--- config.mk ---
export PLATFORM = sky130hd
export DESIGN_NAME = soc_bus_arbiter_flat
export DESIGN_NICKNAME = d
export VERILOG_FILES = /design/src/rtl/soc_bus_arbiter_if.sv /design/src/rtl/soc_bus_arbiter.sv /design/src/flat_wrapper.sv
export SDC_FILE = /design/constraint.sdc
export NUM_CORES = 1
export LEC_CHECK = 0
export CELL_PAD_IN_SITES_DETAIL_PLACEMENT = 2
export CELL_PAD_IN_SITES_GLOBAL_PLACEMENT = 2
export CORE_MARGIN = 1.5
export CORE_UTILIZATION = 15
export DETAILED_ROUTE_END_ITERATION = 12
export PLACE_DENSITY = 0.82
export SETUP_SLACK_MARGIN = 0.2
export SLEW_MARGIN = 25
export SYNTH_ARGS = -nofsm -noshare
export SYNTH_HDL_FRONTEND = slang
export SYNTH_SLANG_ARGS = --single-unit
--- constraint.sdc ---
create_clock -name clk -period 2.8 [get_ports clk]
set_clock_uncertainty 0.1 [all_clocks]
set_input_delay 0.42 -clock clk [delete_from_list [all_inputs] [get_ports clk]]
set_output_delay 0.42 -clock clk [all_outputs]
set_load 0.05 [all_outputs]
--- src/rtl/soc_bus_arbiter_if.sv ---
// Master-side bundle of the SoC data bus, as seen by soc_bus_arbiter.
// The err response line exists only when SOC_BUS_ERR_EN is defined.
interface soc_bus_arbiter_if #(
  parameter int AW = 32
);
  logic          req;
  logic          lock;
  logic          wen;
  logic [AW-1:0] addr;
  logic [3:0]    flag;
  logic [31:0]   wdata;
  logic          gnt;
  logic          rvld;
  logic [31:0]   rdata;
`ifdef SOC_BUS_ERR_EN
  logic          err;

  modport master (output req, lock, wen, addr, flag, wdata, input gnt, rvld, rdata, err);
  modport slave  (input req, lock, wen, addr, flag, wdata, output gnt, rvld, rdata, err);
`else
  modport master (output req, lock, wen, addr, flag, wdata, input gnt, rvld, rdata);
  modport slave  (input req, lock, wen, addr, flag, wdata, output gnt, rvld, rdata);
`endif
endinterface

--- src/rtl/soc_bus_arbiter.sv ---
// Two-master lock/round-robin arbiter with a 4-slave decoder and a one-cycle read return.
// Optional feature macro SOC_BUS_ERR_EN: unmapped accesses return 32'hDEADBEEF and pulse m*_err.
module soc_bus_arbiter #(
  parameter int MAX_HOLD = 4,
  parameter int AW       = 32
) (
  input  logic             clk,
  input  logic             rst,
  soc_bus_arbiter_if.slave m0,
  soc_bus_arbiter_if.slave m1,
  output logic             s_cen,
  output logic             s_wen,
  output logic [AW-1:0]    s_addr,
  output logic [3:0]       s_flag,
  output logic [31:0]      s_wdata,
  output logic [3:0]       s_sel,
  input  logic [31:0]      s_rdata_gpio,
  input  logic [31:0]      s_rdata_uart,
  input  logic [31:0]      s_rdata_rom,
  input  logic [31:0]      s_rdata_ram
);

  typedef enum logic [1:0] {IDLE, OWN0, OWN1} state_t;

  localparam logic [3:0] HOLD_LAST = 4'(MAX_HOLD - 1);

  state_t      state, state_nxt;
  logic        last;
  logic [3:0]  hold_cnt, hold_nxt;
  logic        keep0, keep1;
  logic        gnt0, gnt1, any_gnt;
  logic [3:0]  dec;
  logic [3:0]  sel_d;
  logic        rid, rd;
  logic [31:0] ret_data, rdata0_q, rdata1_q;
`ifdef SOC_BUS_ERR_EN
  logic        mapped, err_d;
`endif

  // A locked owner keeps the bus until the other master has waited out MAX_HOLD grants.
  always_comb begin
    keep0 = (state == OWN0) && m0.req && m0.lock && !(m1.req && hold_cnt == HOLD_LAST);
    keep1 = (state == OWN1) && m1.req && m1.lock && !(m0.req && hold_cnt == HOLD_LAST);
    gnt0  = 1'b0;
    gnt1  = 1'b0;
    if (keep0) begin
      gnt0 = 1'b1;
    end else if (keep1) begin
      gnt1 = 1'b1;
    end else if (m0.req && m1.req) begin
      gnt0 = last;
      gnt1 = !last;
    end else if (m0.req) begin
      gnt0 = 1'b1;
    end else if (m1.req) begin
      gnt1 = 1'b1;
    end
    any_gnt = gnt0 | gnt1;

    state_nxt = IDLE;
    if (gnt0 && m0.lock) begin
      state_nxt = OWN0;
    end else if (gnt1 && m1.lock) begin
      state_nxt = OWN1;
    end

    hold_nxt = 4'd0;
    if ((gnt0 && state == OWN0 && m1.req) || (gnt1 && state == OWN1 && m0.req)) begin
      hold_nxt = hold_cnt + 4'd1;
    end
  end

  always_comb begin
    s_wen   = 1'b0;
    s_addr  = '0;
    s_flag  = 4'd0;
    s_wdata = 32'd0;
    if (gnt0) begin
      s_wen   = m0.wen;
      s_addr  = m0.addr;
      s_flag  = m0.flag;
      s_wdata = m0.wdata;
    end else if (gnt1) begin
      s_wen   = m1.wen;
      s_addr  = m1.addr;
      s_flag  = m1.flag;
      s_wdata = m1.wdata;
    end
  end

  always_comb begin
    case (s_addr[AW-1 -: 4])
      4'hD:    dec = 4'b1000;
      4'hE:    dec = 4'b0100;
      4'h0:    dec = 4'b0010;
      4'h4:    dec = 4'b0001;
      default: dec = 4'b0000;
    endcase
  end

`ifdef SOC_BUS_ERR_EN
  assign mapped = |dec;
  assign s_cen  = any_gnt & mapped;
`else
  assign s_cen  = any_gnt;
`endif
  assign s_sel  = dec & {4{s_cen}};

  // An empty sel_d (unmapped access) falls through to the RAM data.
  always_comb begin
    if (sel_d[3]) begin
      ret_data = s_rdata_gpio;
    end else if (sel_d[2]) begin
      ret_data = s_rdata_uart;
    end else if (sel_d[1]) begin
      ret_data = s_rdata_rom;
    end else begin
      ret_data = s_rdata_ram;
    end
`ifdef SOC_BUS_ERR_EN
    if (err_d) begin
      ret_data = 32'hDEADBEEF;
    end
`endif
  end

  assign m0.gnt   = gnt0;
  assign m1.gnt   = gnt1;
  assign m0.rvld  = rd & ~rid;
  assign m1.rvld  = rd & rid;
  assign m0.rdata = (rd & ~rid) ? ret_data : rdata0_q;
  assign m1.rdata = (rd & rid)  ? ret_data : rdata1_q;
`ifdef SOC_BUS_ERR_EN
  assign m0.err   = err_d & ~rid;
  assign m1.err   = err_d & rid;
`endif

  // The read-return registers remember who was served so the response follows them even if
  // the other master is granted in the very next cycle.
  always_ff @(posedge clk) begin
    if (rst) begin
      state    <= IDLE;
      last     <= 1'b1;
      hold_cnt <= 4'd0;
      sel_d    <= 4'b0001;
      rid      <= 1'b0;
      rd       <= 1'b0;
      rdata0_q <= 32'd0;
      rdata1_q <= 32'd0;
`ifdef SOC_BUS_ERR_EN
      err_d    <= 1'b0;
`endif
    end else begin
      state    <= state_nxt;
      hold_cnt <= hold_nxt;
      if (any_gnt) begin
        last <= gnt1;
      end
      sel_d    <= s_sel;
      rid      <= gnt1;
`ifdef SOC_BUS_ERR_EN
      rd       <= any_gnt & (~s_wen | ~mapped);
      err_d    <= any_gnt & ~mapped;
`else
      rd       <= any_gnt & ~s_wen;
`endif
      rdata0_q <= m0.rdata;
      rdata1_q <= m1.rdata;
    end
  end

endmodule

--- src/flat_wrapper.sv ---
// flat-port wrapper written by rule: the top's interface ports become plain ports
module soc_bus_arbiter_flat 
#(
  parameter int MAX_HOLD = 4,
  parameter int AW       = 32
)
  (clk, rst, s_cen, s_wen, s_addr, s_flag, s_wdata, s_sel, s_rdata_gpio, s_rdata_uart, s_rdata_rom, s_rdata_ram, m0_req, m0_lock, m0_wen, m0_addr, m0_flag, m0_wdata, m0_gnt, m0_rvld, m0_rdata, m1_req, m1_lock, m1_wen, m1_addr, m1_flag, m1_wdata, m1_gnt, m1_rvld, m1_rdata);
  soc_bus_arbiter_if #(.AW(AW)) m0_i ();
  soc_bus_arbiter_if #(.AW(AW)) m1_i ();
  input  logic clk;
  input  logic rst;
  output logic s_cen;
  output logic s_wen;
  output logic [AW-1:0] s_addr;
  output logic [3:0] s_flag;
  output logic [31:0] s_wdata;
  output logic [3:0] s_sel;
  input  logic [31:0] s_rdata_gpio;
  input  logic [31:0] s_rdata_uart;
  input  logic [31:0] s_rdata_rom;
  input  logic [31:0] s_rdata_ram;
  input wire logic [$bits(m0_i.req)-1:0] m0_req;
  input wire logic [$bits(m0_i.lock)-1:0] m0_lock;
  input wire logic [$bits(m0_i.wen)-1:0] m0_wen;
  input wire logic [$bits(m0_i.addr)-1:0] m0_addr;
  input wire logic [$bits(m0_i.flag)-1:0] m0_flag;
  input wire logic [$bits(m0_i.wdata)-1:0] m0_wdata;
  output wire logic [$bits(m0_i.gnt)-1:0] m0_gnt;
  output wire logic [$bits(m0_i.rvld)-1:0] m0_rvld;
  output wire logic [$bits(m0_i.rdata)-1:0] m0_rdata;
  input wire logic [$bits(m1_i.req)-1:0] m1_req;
  input wire logic [$bits(m1_i.lock)-1:0] m1_lock;
  input wire logic [$bits(m1_i.wen)-1:0] m1_wen;
  input wire logic [$bits(m1_i.addr)-1:0] m1_addr;
  input wire logic [$bits(m1_i.flag)-1:0] m1_flag;
  input wire logic [$bits(m1_i.wdata)-1:0] m1_wdata;
  output wire logic [$bits(m1_i.gnt)-1:0] m1_gnt;
  output wire logic [$bits(m1_i.rvld)-1:0] m1_rvld;
  output wire logic [$bits(m1_i.rdata)-1:0] m1_rdata;
  assign m0_i.req = m0_req;
  assign m0_i.lock = m0_lock;
  assign m0_i.wen = m0_wen;
  assign m0_i.addr = m0_addr;
  assign m0_i.flag = m0_flag;
  assign m0_i.wdata = m0_wdata;
  assign m0_gnt = m0_i.gnt;
  assign m0_rvld = m0_i.rvld;
  assign m0_rdata = m0_i.rdata;
  assign m1_i.req = m1_req;
  assign m1_i.lock = m1_lock;
  assign m1_i.wen = m1_wen;
  assign m1_i.addr = m1_addr;
  assign m1_i.flag = m1_flag;
  assign m1_i.wdata = m1_wdata;
  assign m1_gnt = m1_i.gnt;
  assign m1_rvld = m1_i.rvld;
  assign m1_rdata = m1_i.rdata;
  soc_bus_arbiter #(.MAX_HOLD(MAX_HOLD), .AW(AW)) u_core (.clk(clk), .rst(rst), .m0(m0_i), .m1(m1_i), .s_cen(s_cen), .s_wen(s_wen), .s_addr(s_addr), .s_flag(s_flag), .s_wdata(s_wdata), .s_sel(s_sel), .s_rdata_gpio(s_rdata_gpio), .s_rdata_uart(s_rdata_uart), .s_rdata_rom(s_rdata_rom), .s_rdata_ram(s_rdata_ram));
endmodule
==> results.cfg <==
[global_routing]
overflow = 0
track_usage_pct = 19.3
grt_max_degree = 51
antenna_found_initial = 1
grt_pass1_wl_um = 44500
grt_pass1_vias = 6963

[sta]
hold_viol_final = 0
final.period_utilization_pct = 110
relSlewSlack_pct = 58.7
tightest_slew_ns = 0.613
finalSetupViolations = 75
clock.fmax_ghz = 0.325
rsz0062_at_grt = true
maxSlewViolCount = 0
worst_slack_ns = -0.276
post-route-min-period_ns = 3.08

[floorplanning]
core_mm2 = 0.0305
num_io_pins = 414
rows = 64
die_w_um = 179
dieArea_mm2 = 0.0320
die_height_um = 179
start_util_pct = 15.2

[final_layout]
final_util_pct = 39.8
drive_above_1_share_pct = 31.0
syn_to_final_growth_pct = 161
nFillCells = 3146
fin_area_mm2 = 0.0121
final_nets = 1278

[drt]
drt_iter0_markers = 266
drt_first_pass_iters = 4
antenna_left = 0
wirelength_um = 37200
vias_per_cell = 4.61
wire_per_inst_um = 26.4
num_vias = 6481
drc_errors = 0

[critical_path]
crit_path_frequent_cell = buf_6
critPathCaptureType = output pin
worstSetupStartpoint = u_core.hold_cnt[0]$_SDFF_PP0_
start_kind = flop
worstPathCellList = ha_4, or3b_4, or2b_1, and3_4, buf_6, a32oi_2, buf_6, nor3_4, buf_12
reg2reg_to = u_core.hold_cnt[1]$_SDFF_PP0_
critPathMaxStageDelay_ns = 0.39
worstSetupEndpoint = s_sel[3]
required_ns = 2.28
rr_worst_depth = 11
crit_type = reg2out
r2r_slack_ns = 0.02
r2r-start = u_core.hold_cnt[0]$_SDFF_PP0_
cp_slowest_cell = or3b_4
crit_fanout = 5
cp.arrival_ns = 2.56

[synthesis]
synthCells = 572
syn_area_mm2 = 0.00464
ys_ff_latch = 76
yosysSeqAreaShare_pct = 32.8
synth_edf_count = 0
synth_flop_cell = dfxtp_1
synthTopCellsByArea = dfxtp_1 33%, mux2i_1 14%, a22o_1 13%, nor2b_1 9.0%, a21oi_1 6.9%
synthArstFlopShare_pct = 0
syn_area_per_cell_um2 = 8.12
yosysTopAreaCell = dfxtp_1
synth_top_area_share_pct = 32.8
synth_fp_nets = 845
ys_top_cells_by_count = 76 x dfxtp_1, 67 x a22o_1, 67 x nor2b_1
synth_most_common_cell = dfxtp_1
ys_types = 40
yosysWarnings = 0

[cts]
clockBufferDepth = 2
cts_made_buffers = 9
cts_sinks = 76
cts_tree = done
cts_hold_buf = 0
path_clk_slew_ns = 0.07
clkLatencyLatePin_ns = 0.34
htree_levels = 3
clock-root-buffer = clkbuf_16

[status]
failed_checks = negative setup slack
status = finished with violations

[power_and_ir_drop]
ir_worst_vdd_v = 0.000234
p_leak_nw = 4.69
p_per_area_mw_per_mm2 = 427

[placement]
placed_cell_area_mm2 = 0.0108
port_buffers = 413
gp_congestion = 0.806
dp_hpwl_um = 25500
place_ws_ns = -0.110

[worst_hold_path]
min_path_type = in2reg

[job]
drv_cap = 0
-- critical path: cells and delay by family, from the launching register on --
kind                       cells  cell delay [ns]
and+or+nand+nor                4             1.20
buffers and inverters          3             0.46
adders and majority gates      1             0.13
AOI/OAI and AO/OA              1             0.06
DFF                            1             0.36
-- layer usage --
metal	wire [um]	global-route usage, %
met5	0	0
met4	3260	13.8
met3	2590	5.83
met2	19700	37.2
met1	11600	16.8
-- worst min path at each step --
stage                                  start                              to  slack (ns)  depth (start not counted)
6_report                             m1_lock      u_core.state[1]$_SDFF_PP0_        0.23                          2
3_5_place_dp   u_core.hold_cnt[0]$_SDFF_PP0_   u_core.hold_cnt[0]$_SDFF_PP0_        0.37                          1
5_1_grt                              m1_lock      u_core.state[1]$_SDFF_PP0_        0.24                          2
3_3_place_gp   u_core.hold_cnt[0]$_SDFF_PP0_   u_core.hold_cnt[0]$_SDFF_PP0_        0.34                          1
4_1_cts                                  rst  u_core.rdata0_q[13]$_SDFF_PP0_        0.43                          2
2_1_floorplan  u_core.hold_cnt[0]$_SDFF_PP0_   u_core.hold_cnt[0]$_SDFF_PP0_        0.33                          1
-- per-stage QoR --
stage / TNS [ns] / instances / power [mW] / hold WS [ns]
floorplan: 0 / 572 / 2.28 / 0.330
global placement: 0 / 1353 / 3.73 / 0.340
detailed placement: -1.85 / 1353 / 3.78 / 0.368
CTS: -6.50 / 1384 / 5.03 / 0.429
global route: -17.69 / 1406 / 5.38 / 0.241
finish: -12.88 / 1407 / 5.18 / 0.234
-- power by group --
group	internal (mW)	switching, mW
logic	1.42	1.46
clock network	0.614	0.527
registers	1.14	0.0228
total	3.17	2.01
-- layout by cell type (no fill, tap or decap), drive strengths merged, types with 2 or more instances in the layout --
master	instances
a21oi	65
a32oi	4
and2	4
clkbuf	15
o21ai	35
nor4	3
nor2b	67
dfxtp	76
mux2i	64
nor3	7
dlymetal6s2s	2
and3	3
clkdlybuf4s50	270
buf	196
nor3b	4
a22o	67
nand2	35
nor2	66
inv	10
clkinvlp	3
-- cell families after synthesis --
kind of cell	Yosys count	synth area share, %
compound gates	174	25.7
xor+xnor	2	0.377
flops	76	32.8
fa+ha+maj	1	0.269
mux	64	13.8
simple gates	196	21.5
buf+inv	59	5.55
-- area by class of cell --
cell class | count | area [um2] | share of cell area [%]
flip-flops and latches | 76 | 1540 | 12.7
clock inverters | 7 | 57.6 | 0.474
diodes | 1 | 2.50 | 0.0206
inverters | 6 | 25.0 | 0.206
well taps | 396 | 495 | 4.08
repair buffers | 474 | 6330 | 52.2
clock buffers | 9 | 225 | 1.86
multi-input cells | 438 | 3460 | 28.5
-- flip-flops by register name, summed over array words and instances (netlist names) --
register,cells
u_core.hold_cnt,4
u_core.rdata1_q,32
u_core.rd,1
u_core.rdata0_q,32
u_core.last,1
u_core.rid,1
u_core.state,2
u_core.sel_d,3
-- timing repair --
action / 4_1_cts / 5_1_grt
resized for setup: 46 / 57
pin swaps: 12 / 10
cloned: 3 / 6
buffers inserted: 12 / 16
setup endpoints to repair: 100 / 100
No activity file was read; power rests on OpenSTA's default activity.
